**config.mk**
```make
export PLATFORM = sky130hd
export DESIGN_NAME = uart_cmd_rx
export DESIGN_NICKNAME = d
export VERILOG_FILES = /design/src/rtl/life_pkg.sv /design/src/rtl/uart_rx_byte.sv /design/src/rtl/uart_cmd_rx.sv
export SDC_FILE = /design/constraint.sdc
export NUM_CORES = 1
export LEC_CHECK = 0
export CAP_MARGIN = 20
export CORE_MARGIN = 2
export CORE_UTILIZATION = 45
export DETAILED_ROUTE_END_ITERATION = 6
export PLACE_DENSITY = 0.65
export SYNTH_ARGS = -nofsm -noshare
export SYNTH_HDL_FRONTEND = slang
export SYNTH_SLANG_ARGS = --single-unit
```
**constraint.sdc**
```tcl
create_clock -name clk -period 5.88 [get_ports clk]
set_input_delay 0.588 -clock clk [delete_from_list [all_inputs] [get_ports clk]]
set_output_delay 0.588 -clock clk [all_outputs]
set_load 0.02 [all_outputs]
```
**src/rtl/life_pkg.sv**
```systemverilog
// Shared definitions for the life core command path: widths, header tag and
// the UART command parser state encoding.
package life_pkg;

  localparam int CMD_W = 3;
  localparam int ARG_W = 32;
  localparam logic [4:0] HDR_TAG_DEFAULT = 5'b10100;

  typedef enum logic [2:0] {
    P_IDLE,
    P_ARG0,
    P_ARG1,
    P_ARG2,
    P_ARG3,
    P_HOLD
  } parser_state_t;

  typedef enum logic [2:0] {
    RX_IDLE,
    RX_START,
    RX_DATA,
    RX_STOP,
    RX_WAIT_HIGH
  } rx_state_t;

  function automatic logic is_header(input logic [7:0] b, input logic [4:0] tag);
    return b[7:3] == tag;
  endfunction

endpackage

```
**src/rtl/uart_rx_byte.sv**
```systemverilog
// 8N1 byte receiver: rx synchroniser, mid-bit sampling and stop-bit check.
// Free-running; it never waits on whoever consumes its bytes.
module uart_rx_byte
  import life_pkg::*;
#(
  parameter int CLKS_PER_BIT = 434
) (
  input  logic       clk,
  input  logic       reset,
  input  logic       rx,
  output logic       byte_done,
  output logic [7:0] data,
  output logic       stop_err
);

  localparam int BAUD_W = $clog2(CLKS_PER_BIT);
  localparam logic [BAUD_W-1:0] HALF_LAST = BAUD_W'(CLKS_PER_BIT / 2 - 1);
  localparam logic [BAUD_W-1:0] FULL_LAST = BAUD_W'(CLKS_PER_BIT - 1);

  logic              rx_meta;
  logic              rx_sync;
  rx_state_t         state;
  logic [BAUD_W-1:0] baud_cnt;
  logic [2:0]        bit_cnt;
  logic [7:0]        shift;

  // Synchroniser flops reset to the idle line level so reset release never
  // looks like a start bit.
  always_ff @(posedge clk or negedge reset) begin
    if (!reset) begin
      rx_meta <= 1'b1;
      rx_sync <= 1'b1;
    end else begin
      // NOTE: non-blocking assignments on every flop so each one samples the
      // pre-edge value; blocking here would collapse the two stages into one.
      rx_meta <= rx;
      rx_sync <= rx_meta;
    end
  end

  always_ff @(posedge clk or negedge reset) begin
    if (!reset) begin
      state     <= RX_IDLE;
      baud_cnt  <= '0;
      bit_cnt   <= '0;
      shift     <= '0;
      data      <= '0;
      byte_done <= 1'b0;
      stop_err  <= 1'b0;
    end else begin
      byte_done <= 1'b0;
      stop_err  <= 1'b0;
      case (state)
        RX_IDLE: begin
          baud_cnt <= '0;
          if (!rx_sync) state <= RX_START;
        end

        RX_START: begin
          if (baud_cnt == HALF_LAST) begin
            baud_cnt <= '0;
            bit_cnt  <= '0;
            // Line back high at mid start bit: glitch, drop it silently.
            state    <= rx_sync ? RX_IDLE : RX_DATA;
          end else begin
            baud_cnt <= baud_cnt + 1'b1;
          end
        end

        RX_DATA: begin
          if (baud_cnt == FULL_LAST) begin
            baud_cnt <= '0;
            shift    <= {rx_sync, shift[7:1]};
            if (bit_cnt == 3'd7) begin
              state <= RX_STOP;
            end else begin
              bit_cnt <= bit_cnt + 3'd1;
            end
          end else begin
            baud_cnt <= baud_cnt + 1'b1;
          end
        end

        RX_STOP: begin
          if (baud_cnt == FULL_LAST) begin
            baud_cnt <= '0;
            if (rx_sync) begin
              byte_done <= 1'b1;
              data      <= shift;
              state     <= RX_IDLE;
            end else begin
              stop_err <= 1'b1;
              state    <= RX_WAIT_HIGH;
            end
          end else begin
            baud_cnt <= baud_cnt + 1'b1;
          end
        end

        // A low stop bit may be a break or a misaligned stream; resync only
        // once the line has returned to idle.
        RX_WAIT_HIGH: begin
          baud_cnt <= '0;
          if (rx_sync) state <= RX_IDLE;
        end

        default: state <= RX_IDLE;
      endcase
    end
  end

endmodule

```
**src/rtl/uart_cmd_rx.sv**
```systemverilog
// UART command front-end for the life core: turns framed serial commands
// (header + 4 little-endian argument bytes) into a cmd/cmd_valid/cmd_ready transfer.
module uart_cmd_rx
  import life_pkg::*;
#(
  parameter int         CLKS_PER_BIT = 434,
  parameter int         TIMEOUT_CLKS = 4_000_000,
  parameter logic [4:0] HDR_TAG      = HDR_TAG_DEFAULT
) (
  input  logic             clk,
  input  logic             reset,
  input  logic             rx,
  output logic [CMD_W-1:0] cmd,
  output logic [ARG_W-1:0] cmd_arg0,
  output logic             cmd_valid,
  input  logic             cmd_ready,
  output logic             frame_err,
  output logic             overrun
);

  localparam int TO_W = $clog2(TIMEOUT_CLKS + 1);
  localparam logic [TO_W-1:0] TO_MAX = TO_W'(TIMEOUT_CLKS);

  logic          byte_done;
  logic [7:0]    rx_data;
  logic          stop_err;

  parser_state_t state;
  parser_state_t arg_next;
  logic [1:0]    arg_lane;
  logic [TO_W-1:0] to_cnt;
  logic          hdr_ok;
  logic          handshake;
  logic          timeout_hit;

  uart_rx_byte #(
    .CLKS_PER_BIT(CLKS_PER_BIT)
  ) u_rx_byte (
    .clk      (clk),
    .reset    (reset),
    .rx       (rx),
    .byte_done(byte_done),
    .data     (rx_data),
    .stop_err (stop_err)
  );

  always_comb begin
    // NOTE: every output gets a default first, so no path through the case
    // leaves a variable unassigned and infers a latch.
    arg_lane    = 2'd0;
    arg_next    = P_IDLE;
    timeout_hit = 1'b0;
    hdr_ok      = byte_done && is_header(rx_data, HDR_TAG);
    handshake   = cmd_valid && cmd_ready;
    case (state)
      P_ARG0: begin arg_lane = 2'd0; arg_next = P_ARG1; end
      P_ARG1: begin arg_lane = 2'd1; arg_next = P_ARG2; end
      P_ARG2: begin arg_lane = 2'd2; arg_next = P_ARG3; end
      P_ARG3: begin arg_lane = 2'd3; arg_next = P_HOLD; end
      default: ;
    endcase
    if (state inside {P_ARG0, P_ARG1, P_ARG2, P_ARG3}) begin
      timeout_hit = !byte_done && (to_cnt == TO_MAX);
    end
  end

  always_ff @(posedge clk or negedge reset) begin
    if (!reset) begin
      state     <= P_IDLE;
      cmd       <= '0;
      cmd_arg0  <= '0;
      cmd_valid <= 1'b0;
      frame_err <= 1'b0;
      overrun   <= 1'b0;
      to_cnt    <= '0;
    end else begin
      frame_err <= 1'b0;
      overrun   <= 1'b0;
      case (state)
        P_IDLE: begin
          to_cnt <= '0;
          if (stop_err) frame_err <= 1'b1;
          if (hdr_ok) begin
            cmd   <= rx_data[CMD_W-1:0];
            state <= P_ARG0;
          end
        end

        P_ARG0, P_ARG1, P_ARG2, P_ARG3: begin
          if (stop_err || timeout_hit) begin
            frame_err <= 1'b1;
            to_cnt    <= '0;
            state     <= P_IDLE;
          end else if (byte_done) begin
            cmd_arg0[8*arg_lane +: 8] <= rx_data;
            to_cnt <= '0;
            state  <= arg_next;
            if (arg_next == P_HOLD) cmd_valid <= 1'b1;
          end else begin
            to_cnt <= to_cnt + 1'b1;
          end
        end

        // A bad stop bit while holding is still reported, but the pending
        // command survives: cmd_valid is only withdrawn by the core.
        P_HOLD: begin
          to_cnt <= '0;
          if (stop_err) frame_err <= 1'b1;
          if (handshake) begin
            cmd_valid <= 1'b0;
            if (hdr_ok) begin
              cmd   <= rx_data[CMD_W-1:0];
              state <= P_ARG0;
            end else begin
              state <= P_IDLE;
            end
          end else if (byte_done) begin
            overrun <= 1'b1;
          end
        end

        default: begin
          state     <= P_IDLE;
          cmd_valid <= 1'b0;
          to_cnt    <= '0;
        end
      endcase
    end
  end

endmodule

```
# [Word-level counts from Yosys, hierarchy flattened]
# Cells that the tools add are included.
[totals] out_inout_bits=38 reg_bits=98 inputBits=4 elab_cells=124
[classes] n_reduce_logical=23 n_bitwise=2 eq_ne=28 muxes=49 add_sub_neg=4 shifts=2
[op_table] cell="$mux 22" n=3
[op_table] cell="$mux 3" n=16
[op_table] cell="$neg 5->34" n=1
[op_table] cell="$shift 8x34->32 const A" n=1
[op_table] cell="$shiftx 8x34->32" n=1
[op_table] cell="$bwmux 32" n=1
[op_table] cell="$pmux 9 s3" n=1
[op_table] cell="$add 22x1->22 const B" n=1
[op_table] cell="$eq 22x22->1 const B" n=1
[op_table] cell="$mux 9" n=2
[op_table] cell="$mux 1" n=17
[op_table] cell="$eq 3x3->1 const B" n=5
[op_table] cell="$pmux 3 s5" n=1
[op_table] cell="$eq 3x2->1 const B" n=4
[op_table] cell="$ne 2x1->1 const B" n=6
[op_table] cell="$ne 2x2->1 const B" n=6
[op_table] cell="$pmux 3 s2" n=2
[op_table] cell="$pmux 3 s4" n=1
[op_table] cell="$add 9x1->9 const B" n=1
[op_table] cell="$eq 9x8->1 const B" n=1
[op_table] cell="$eq 9x9->1 const B" n=1
[op_table] cell="$pmux 3 s3" n=1
[op_table] cell="$reduce_and 3->1" n=3
[op_table] cell="$eq 3x1->1 const B" n=2
[op_table] cell="21 further kinds" n=29

# [Depth between registers and ports, before layout]
# Gate-level depths: netlist of run 1.
[logic_depth] ltp_word=7 mapped_depth=7 depth_no_buf=6

# [Cells and area by module]
# From an unflattened synthesis of run 1, not the netlist that was laid out.
[unflattened] cells_unflattened=461 hier_area_um2=4648.2
[modules_own_cells] mod="uart_cmd_rx" seq_area_each_um2=1576.5 instances=1 area_per_inst_um2=3009.1 cells_per_inst=326
[modules_own_cells] mod="uart_rx_byte" seq_area_each_um2=878.3 instances=1 area_per_inst_um2=1639.1 cells_per_inst=135

# [Worst setup path after synthesis of run 1]
# No wires, ideal clock.
[synth_timing] path_type="register to register" startpoint="register to_cnt[0]" endpoint="register to_cnt[20]" path_buffers=1 path_stages_with_launch=7 setup_ns=0.078 arrival_time_ns=1.952 t_required_ns=5.802 synth_period_minus_slack_ns=2.030 slack_ns=3.850 cell_sequence="dfrtp_1 -> ha_1 -> nand4_2 -> or4_1 -> buf_2 -> or4_1 -> a21oi_1"
[synth_between] elab_chain_cells=6 elab_cells_between_ends=8 cone_classes="add/sub: 1; eq/ne: 1; mux: 4; reduce/logical: 2"
[synth_lines] item="start, declared" line="uart_cmd_rx.sv:31" source="logic [TO_W-1:0] to_cnt;"
[synth_lines] item="start signal, assigned" line="uart_cmd_rx.sv:100" source="to_cnt <= to_cnt + 1'b1;"
[synth_lines] item="branches (longest 4 deep; another with $add 22x1->22)"
[synth_lines] item="$mux 22 *" line="uart_cmd_rx.sv:90" source="if (stop_err || timeout_hit) begin"
[synth_lines] item="$mux 22 *" line="uart_cmd_rx.sv:79" source="case (state)"
# Mark *: on every way between the ends.
# A chain may end at the register's enable or synchronous reset.

# [Final worst setup path of run 1]
# Ends and elaborated chain as after synthesis.

==> impl_metrics.yaml, run 1 <==
status:
  status: "finished, final reports clean"
sta:
  period_share_pct: 37.23
  fin_crit_ns: 2.189
  timing.hold.ws_ns: 0.09496
  fin_skew_ns: 0.01021
  fmax_mhz: 456.8
  rsz0062_at_grt: "no"
  hold_viol: 0
  tns_ns: 0
  worst_pin_slew_ns: 0.9218
  final-setup-viol-count: 0
  slew_headroom_pct: 38.55
  drv_slew: 0
floorplanning:
  core_um2: 9684
  dieArea_um2: 10660
  fp.dieH_um: 103.2
  start_util_pct: 45.75
  fp-row-count: 36
  io_pins: 42
  fp.dieW_um: 103.2
yosys:
  yosysTopAreaCell: "dfrtp_1"
  yosysMostFrequentCell: "dfrtp_1"
  ys_top_cells_by_count: "96 x dfrtp_1, 50 x mux2_2, 25 x nor2_1"
  syn_avg_cell_area_um2: 11.81
  synth-seq-cells: 98
  seq_area_frac_synth_pct: 55.41
  synthCells: 375
  ys_top_cells_by_area: "dfrtp_1 54%, mux2_2 13%, xor2_1 2.4%, nor2_1 2.1%, ha_1 2.0%"
  synthDistinctLibCells: 52
  synth-warning-count: 0
  synth.cell_area_um2: 4430
  synth_ff_type: "dfrtp_1"
  synth_top_cell_area_share_pct: 54.22
  synthArstFlopShare_pct: 100.0
  synth_edf_count: 0
  synth_nets: 386
run:
  maxCapViolCount: 0
final_layout:
  multi_input_area_um2: 1879
  final_cells: 555
  area_growth_pct: 16.94
  final_util_pct: 53.50
  final_area_um2: 5181
  register_area_um2: 2455
  nets: 428
  drive_above_1_share_pct: 18.48
  fill_cells: 841
  diodes: 0
critical_path:
  critPathCaptureType: "register"
  cp_max_fo: 7
  startpoint_type: "register"
  crit_arrival_ns: 2.49
  path_class: "register to register"
  cp.required_ns: 6.18
detailed_routing:
  post_drt_wl_per_cell_um: 14.93
  routed_wl_mm: 8.286
  dr.pass1.iters: 4
  drc_errors: 0
  num_vias: 2992
  drtAntennaViolNets: 0
  vias_per_cell: 5.391
  drt-initial-drc-count: 84
grt:
  antenna_found_initial: 0
  overflow: 0
  first_global_vias: 2794
  grt_pass1_wl_mm: 14.18
  grt_max_degree: 77
  track_usage_pct: 16.95
clock_tree:
  clkSlewWorstSetupHoldPaths_ns: 0.10
  cts_resized: 0
  numCtsBuffers: 9
  cts_buffer_depth: 2
  clock_latency_ns: 0.36
  clockRootBuffer: "clkbuf_8"
  cts_tree: "yes"
  postCtsSetupRepairBufs: 0
  cts_sinks: 98
  htree_levels: 3
  holdBufCountCts: 0
min_path:
  hp-class: "input pin to asynchronous set/reset pin"
place:
  io_buffers: 41
  dp_cells: 538
  place.gp.congestion: 0.8176
  hpwlAfterDp_mm: 5.745
  placed_cell_area_um2: 4969
power:
  power_density_nw_per_um2: 217.0
  leakage_nw: 2.327
  vdd_ir_drop_max_mv: 0.1811
-- critical path, cell delays in order (launching register included) --
cell and delay, ns:
dfrtp_1 0.44, ha_1 0.26, nand4_2 0.14, or4_1 0.62
or4_1 0.52, a21oi_1 0.15
-- logic make-up (layout without fill, tap and decap cells) --
logic type / after synthesis / count (layout) / synth area share (%)
adder cells (fa/ha/maj): 7 / 7 / 1.977
flip-flops: 98 / 98 / 55.41
AO/OA/AOI/OAI: 40 / 40 / 5.846
XOR/XNOR: 22 / 22 / 4.349
AND/OR/NAND/NOR: 130 / 130 / 16.80
buffers and inverters: 25 / 72 / 2.174
multiplexers: 53 / 53 / 13.44
-- power breakdown --
part           internal (mW)  switching (mW)  leakage [nW]  total [mW]
combinational        0.00210          0.0128         0.895      0.0149
sequential             0.675        0.000765          1.33       0.676
clock                  0.171           0.263         0.104       0.434
total                  0.848           0.277          2.33        1.12
-- area by class of cell --
| type | instances | share of cell area, % |
|---|---|---|
| clock inverters | 7 | 1.618 |
| repair buffers | 44 | 8.259 |
| flip-flops and latches | 98 | 47.38 |
| inverters | 12 | 0.8694 |
| clock buffers | 9 | 2.391 |
| well taps | 133 | 3.212 |
| multi-input cells | 252 | 36.27 |
-- final timing paths --
check / to / slack, ns / depth (start not counted) / startpoint
max: to_cnt[20]$_DFF_PN0_ / 3.69 / 5 / to_cnt[0]$_DFF_PN0_
min: cmd_arg0[16]$_DFFE_PN0P_ / 0.09 / 1 / reset
max reg2reg: to_cnt[20]$_DFF_PN0_ / 3.69 / 5 / to_cnt[0]$_DFF_PN0_
min reg2reg: u_rx_byte.rx_sync$_DFF_PN1_ / 0.36 / 0 / u_rx_byte.rx_meta$_DFF_PN1_
max in group asynchronous: u_rx_byte.baud_cnt[5]$_DFFE_PN0P_ / 4.57 / 2 / reset
min in group clk: u_rx_byte.rx_sync$_DFF_PN1_ / 0.36 / 0 / u_rx_byte.rx_meta$_DFF_PN1_
-- sequential cells by signal (all words and copies together) (netlist names), 3 cells and up --
register            flops
u_rx_byte.bit_cnt       3
u_rx_byte.state         3
state                   3
to_cnt                 22
u_rx_byte.data          8
cmd_arg0               32
cmd                     3
u_rx_byte.shift         8
u_rx_byte.baud_cnt      9
-- layout by cell type, fill, tap and decap left out, types with 2 or more instances in the layout --
cell,netlist,routed
nor4_1,4,4
nand2_1,17,17
ha_1,7,7
inv_1,12,12
a211oi_1,2,2
nand2b_1,2,2
a21o_1,3,3
nor2b_1,3,3
nand3_1,14,14
clkbuf_8,0,9
xnor2_1,10,10
and4_1,3,3
or3_1,5,5
clkdlybuf4s50_1,0,40
dfrtp_1,96,96
a22o_1,2,2
or4_1,4,4
o21ai_0,7,7
a21oi_1,13,13
nor2_1,25,25
nand4_2,2,2
mux2_2,50,50
nor4b_1,4,4
mux2_1,2,2
inv_6,0,4
and3_1,4,4
clkinv_8,0,3
xor2_1,12,12
nor3_1,16,16
nor4bb_1,3,3
and2_1,4,4
and3b_1,2,2
o31ai_1,3,3
nand4_1,10,10
dfstp_2,2,2
buf_4,0,3
-- per-stage QoR --
stage | worst slack (ns) | total power [mW]
after floorplan | 3.850 | 0.6888
after global placement | 3.670 | 0.7046
after detailed placement | 3.580 | 0.7051
after CTS | 3.568 | 1.144
after global routing | 3.506 | 1.171
final | 3.691 | 1.124
-- routing by layer --
metal | vias to the layer above | part of all wire, % | GRT usage [%]
met5 | - | 0 | 0
met4 | 0 | 0.48 | 3.036
met3 | 4 | 2.9 | 4.099
met2 | 34 | 47 | 25.57
met1 | 1513 | 50 | 25.36
li1 | 1441 | - | -
Power figures use the tool's default switching activity.
==> inputs of run 2 (changes only) <==
- PLACE_DENSITY: 0.65 -> 0.68
- clock period: 5.88 -> 1.9 ns (I/O delays scaled with it)
==> run 2 against run 1 <==
The flow now finishes with violations (negative setup slack). Clock-buffer cell count did not move. Clock power rose to 3.0 times the previous value. Total power grew to 3.1 times the previous value. Largest cell class unchanged.
==> impl_metrics.yaml, run 2 (synthesis gave the netlist of run 1 again) <==
final_layout:
  final_util_pct: 58.88
  mostFrequentLayoutCells: "95 x dfrtp_1, 50 x mux2_2, 41 x buf_4, 40 x clkdlybuf4s50_1, 25 x nor2_1"
  final_area_um2: 5702
  final_cells: 603
  diodes: 0
  top_regs: "cmd_arg0 x32, to_cnt x22, u_rx_byte.baud_cnt x9"
  final_common_cell: "dfrtp_1"
  top_register: "cmd_arg0"
  drive_above_1_share_pct: 28.94
  largest_register_ffs: 32
  nets: 476
  area_growth_pct: 28.69
critical_path:
  crit_buf_inv: 1
  cp.required_ns: 2.20
  cp_max_fo: 5
  path_class: "register to register"
  critPathCaptureType: "register"
  slowest_delay_ns: 0.53
  crit_family: "simple AND/OR/NAND/NOR gates"
  cp_cell_sequence: "buf_4 -> ha_4 -> nand4_2 -> or4_4 -> or4_1 -> a21oi_2"
  startpoint_type: "register"
  crit_arrival_ns: 2.28
  cp_slowest_cell: "or4_4"
detailed_routing:
  num_vias: 3265
  drc_errors: 0
  drt-initial-drc-count: 122
  drtAntennaViolNets: 0
  dr.pass1.iters: 4
  routed_wl_mm: 9.494
  post_drt_wl_per_cell_um: 15.74
  vias_per_cell: 5.415
floorplanning:
  start_util_pct: 45.75
  core_um2: 9684
  dieArea_um2: 10660
  fp-row-count: 36
  fp.dieH_um: 103.2
  io_pins: 42
  fp.dieW_um: 103.2
sta:
  setup_slack_ns: -0.08302
  worst_pin_slew_ns: 0.6072
  drv_slew: 0
  hold_viol: 0
  fin_skew_ns: 0.01076
  fin_crit_ns: 1.983
  final-setup-viol-count: 2
  tns_ns: -0.1332
  fmax_mhz: 504.3
  timing.hold.ws_ns: 0.2214
  rsz0062_at_grt: "yes"
  period_share_pct: 104.4
  slew_headroom_pct: 59.52
clock_tree:
  numCtsBuffers: 9
  cts_tree: "yes"
  clock_latency_ns: 0.37
  clkSlewWorstSetupHoldPaths_ns: 0.10
  cts_buffer_depth: 2
  clockRootBuffer: "clkbuf_8"
  htree_levels: 3
  cts_sinks: 98
place:
  place.gp.congestion: 0.8081
  place_ws_ns: -0.05008
  hpwlAfterDp_mm: 6.698
  dp_cells: 580
  placed_cell_area_um2: 5359
  io_buffers: 41
grt:
  grt_max_degree: 45
  track_usage_pct: 18.74
  first_global_vias: 3016
  overflow: 0
  antenna_found_initial: 0
  grt_pass1_wl_mm: 15.30
status:
  violations: "negative setup slack"
  status: "finished with violations"
run:
  maxCapViolCount: 0
min_path:
  hp-class: "input pin to register"
power:
  power_density_nw_per_um2: 606.9
  vdd_ir_drop_max_mv: 0.4171
  power_mw: 3.461
  leakage_nw: 2.598
==> run 2: cell count changes in the layout (fill, tap and decap cells not counted), sizes merged <==
cell         before  now
clkinvlp          0    1
buf               4   50
clkbuf            9   10
inv              16   17
dlygate4sd3       0    1
clkinv            3    1
==> run 2: final timing paths <==
path	startpoint	slack, ns	cells after the start	endpoint
setup reg to reg	to_cnt[0]$_DFF_PN0_	-0.08	6	to_cnt[20]$_DFF_PN0_
max in group asynchronous	reset	0.94	3	to_cnt[12]$_DFF_PN0_
setup / recovery	to_cnt[0]$_DFF_PN0_	-0.08	6	to_cnt[20]$_DFF_PN0_
hold reg to reg	u_rx_byte.rx_meta$_DFF_PN1_	0.37	0	u_rx_byte.rx_sync$_DFF_PN1_
min in group asynchronous	reset	0.37	2	cmd[2]$_DFFE_PN0P_
hold / removal	rx	0.22	1	u_rx_byte.rx_meta$_DFF_PN1_
==> run 2: worst reg2reg max path: stages, from the launching register on <==
cell     delay [ns]
dfrtp_1        0.37
buf_4          0.12
ha_4           0.12
nand4_2        0.11
or4_4          0.53
or4_1          0.52
a21oi_2        0.15
==> run 2: layer usage <==
metal	track usage [%]	up-vias	part of all wire, %
li1	-	1542	-
met1	27.61	1656	47
met2	28.07	59	48
met3	4.099	8	3.6
met4	5.364	0	0.88
met5	0	-	0
==> run 2: repair_timing <==
action	in CTS	in global routing
endpoints found under the hold margin	39	0
setup buffers	1	3
endpoints found under the setup margin	16	37
hold buffers	1	0
gates resized for setup	4	17
pin swaps	1	4
gates cloned	1	1
==> run 2: power breakdown <==
| part | internal, mW | switching [mW] | total, mW |
|---|---|---|---|
| registers | 2.09 | 0.00249 | 2.09 |
| logic | 0.0161 | 0.0442 | 0.0603 |
| clock network | 0.515 | 0.794 | 1.31 |
| total | 2.62 | 0.841 | 3.46 |
==> run 2: area by class of cell <==
| cell class | count | area [um2] |
|---|---|---|
| Timing Repair Buffer | 92 | 892.1 |
| Sequential cell | 98 | 2456 |
| Inverter | 12 | 45.04 |
| Clock buffer | 9 | 123.9 |
| Clock inverter | 7 | 67.56 |
| Multi-Input combinational cell | 252 | 1951 |
| Tap cell | 133 | 166.4 |
| Fill cell | 821 | 3983 |
==> inputs of run 3 (changes only) <==
- PLACE_DENSITY: 0.68 -> 0.67
- SYNTH_HIERARCHICAL: not set -> 1
==> run 3 against run 2 <==
Global-route usage grew 0.30 points. Clock skew shrank 0.0029 ns. Cell count grew 16%. Synthesized cell count grew 23%. Final area grew 6.6%. Core utilization grew 0.79 points. Sequential share of layout area shrank 2.6 points. Maximum frequency grew 2.3%. Clock power shrank 9.9%. The run still ends with negative setup slack left. Via count grew 13%. Sequential power is essentially flat. Critical path type unchanged. Worst hold slack gained 0.0080 ns.
==> impl_metrics.yaml, run 3 <==
status:
  status: "finished with violations"
  violations: "negative setup slack"
place:
  io_buffers: 41
  placed_cell_area_um2: 5677
  place.gp.congestion: 0.8015
  dp_cells: 675
  hpwlAfterDp_mm: 7.119
yosys:
  synthAdderAreaFrac_pct: 3.230
  synth_nets: 477
  synth_top_cell_area_share_pct: 51.68
  synth-seq-cells: 98
  synth_edf_count: 0
  synthMuxAreaShare_pct: 5.599
  synth_ff_type: "dfrtp_1"
  synth_compound_area_share_pct: 10.34
  post_synth_and_or_nand_nor_area_fraction_pct: 21.53
  synth_top_family_by_area: "simple AND/OR/NAND/NOR gates"
  ys_top_cells_by_count: "96 x dfrtp_1, 88 x nand2_1, 40 x o21ai_0"
  yosysMostFrequentCell: "dfrtp_1"
  synthDistinctLibCells: 60
  synthArstFlopShare_pct: 100.0
  synth.cell_area_um2: 4648
  seq_area_frac_synth_pct: 52.81
  synth_xor_area_share_pct: 3.769
  ys_top_cells_by_area: "dfrtp_1 52%, nand2_1 7.1%, mux2_2 4.8%, o21ai_0 4.3%, ha_1 3.2%"
  yosysTopAreaCell: "dfrtp_1"
  synthCells: 461
  synth-warning-count: 6
  syn_avg_cell_area_um2: 10.08
final_layout:
  drive_above_1_share_pct: 23.32
  final_area_um2: 6077
  mostFrequentLayoutCells: "93 x dfrtp_1, 88 x nand2_1, 55 x buf_4, 40 x clkdlybuf4s50_1"
  nets: 579
  register_area_um2: 2459
  fill_cells: 871
  top_regs: "cmd_arg0 x32, to_cnt x22, u_rx_byte/baud_cnt x9"
  final_common_cell: "dfrtp_1"
  multi_input_area_um2: 2226
  largest_register_ffs: 32
  top_register: "cmd_arg0"
  area_growth_pct: 30.74
  diodes: 0
  final_cells: 702
sta:
  fmax_mhz: 516.0
  fin_crit_ns: 1.938
  slew_headroom_pct: 68.80
  setup_slack_ns: -0.03803
  worst_pin_slew_ns: 0.4638
  rsz0062_at_grt: "yes"
  drv_slew: 0
  final-setup-viol-count: 1
  period_share_pct: 102.0
  fin_skew_ns: 0.007820
  tns_ns: -0.03803
  hold_viol: 0
clock_tree:
  clockRootBuffer: "clkbuf_8"
  cts_tree: "yes"
  htree_levels: 3
  cts_buffer_depth: 2
  clock_latency_ns: 0.37
  numCtsBuffers: 9
  cts_sinks: 98
  clkSlewWorstSetupHoldPaths_ns: 0.09
floorplanning:
  dieArea_um2: 11160
  fp-row-count: 37
  fp.dieH_um: 105.6
  fp.dieW_um: 105.6
  io_pins: 42
  start_util_pct: 45.64
  core_um2: 10180
grt:
  first_global_vias: 3653
  grt_pass1_wl_mm: 17.08
  overflow: 0
  grt_max_degree: 46
  track_usage_pct: 19.04
  antenna_found_initial: 0
min_path:
  hp-class: "input pin to register"
detailed_routing:
  drt-initial-drc-count: 142
  maxUsedRoutingLayer: "met4"
  dr.pass1.iters: 4
  drc_errors: 0
  vias_per_cell: 5.254
  post_drt_wl_per_cell_um: 14.44
  routed_wl_mm: 10.14
  m1WireLength_mm: 4.498
  drtAntennaViolNets: 0
  dr_wl_met3_um: 324
  num_vias: 3688
  wl_met2_mm: 5.099
power:
  power_mw: 3.329
  leakage_nw: 2.665
  power_density_nw_per_um2: 547.7
  vdd_ir_drop_max_mv: 0.3934
critical_path:
  startpoint_type: "register"
  path_class: "register to register"
  cp_max_fo: 3
  critPathCaptureType: "register"
  crit_arrival_ns: 2.19
  cp.required_ns: 2.15
run:
  maxCapViolCount: 0
## run 3: final timing paths
path                                        startpoint                     endpoint  slack (ns)  depth (start not counted)
setup / recovery                  to_cnt[14]$_DFF_PN0_         state[2]$_DFFE_PN0P_       -0.04                          5
hold / removal                                      rx  u_rx_byte/rx_meta$_DFF_PN1_        0.23                          1
setup reg to reg                  to_cnt[14]$_DFF_PN0_         state[2]$_DFFE_PN0P_       -0.04                          5
hold reg to reg            u_rx_byte/rx_meta$_DFF_PN1_  u_rx_byte/rx_sync$_DFF_PN1_        0.36                          0
max in group asynchronous                        reset  u_rx_byte/rx_sync$_DFF_PN1_        0.92                          3
min in group asynchronous                        reset     cmd_arg0[20]$_DFFE_PN0P_        0.31                          2
## run 3: kinds of logic (layout without fill, tap and decap cells)
kind of cell    Yosys count  in the layout
simple gates            196            196
flops                    98             98
compound gates           82             82
buf+inv                  30            135
mux                      23             23
xor+xnor                 20             20
fa+ha+maj                12             12
## run 3: critical path, cell delays in order (launching register included)
cell	delay (ns)
dfrtp_1	0.40
or4b_4	0.55
nor4_4	0.24
a211o_2	0.19
o21a_2	0.15
mux2_4	0.30
## run 3: metrics by stage
stage                     hold WS, ns  utilization, %  worst slack [ns]
after detailed placement       0.1669           55.74          -0.07628
after CTS                      0.2177           57.90          -0.01771
after floorplan               -0.1056               -          -0.04113
after global routing           0.2251           59.67          -0.09658
after global placement         0.1660           55.74          -0.05186
final                          0.2294           59.67          -0.03803
## run 3: routing by layer
metal / up-vias / global-route usage, %
li1: 1802 / -
met1: 1795 / 24.70
met2: 75 / 32.03
met3: 16 / 2.226
met4: 0 / 8.741
met5: - / 0
## run 3: what timing repair did
action | 4_1_cts | 5_1_grt
hold buffers | 1 | 0
gates resized for setup | 2 | 32
endpoints found under the setup margin | 30 | 70
buffers inserted | 4 | 8
pin swaps | 6 | 11
endpoints found under the hold margin | 32 | 0
## run 3: area by class of cell
class | count | share of cell area (%)
Clock inverter | 2 | 0.2471
Sequential cell | 98 | 40.46
Tap cell | 136 | 2.800
Multi-Input combinational cell | 333 | 36.63
Inverter | 15 | 0.9265
Timing Repair Buffer | 106 | 16.55
Clock buffer | 12 | 2.388
## run 3: where the power goes
group / switching, mW / internal [mW]
Sequential: 0.00218 / 2.09
Clock: 0.682 / 0.499
Combinational: 0.0438 / 0.0140
Total: 0.728 / 2.60
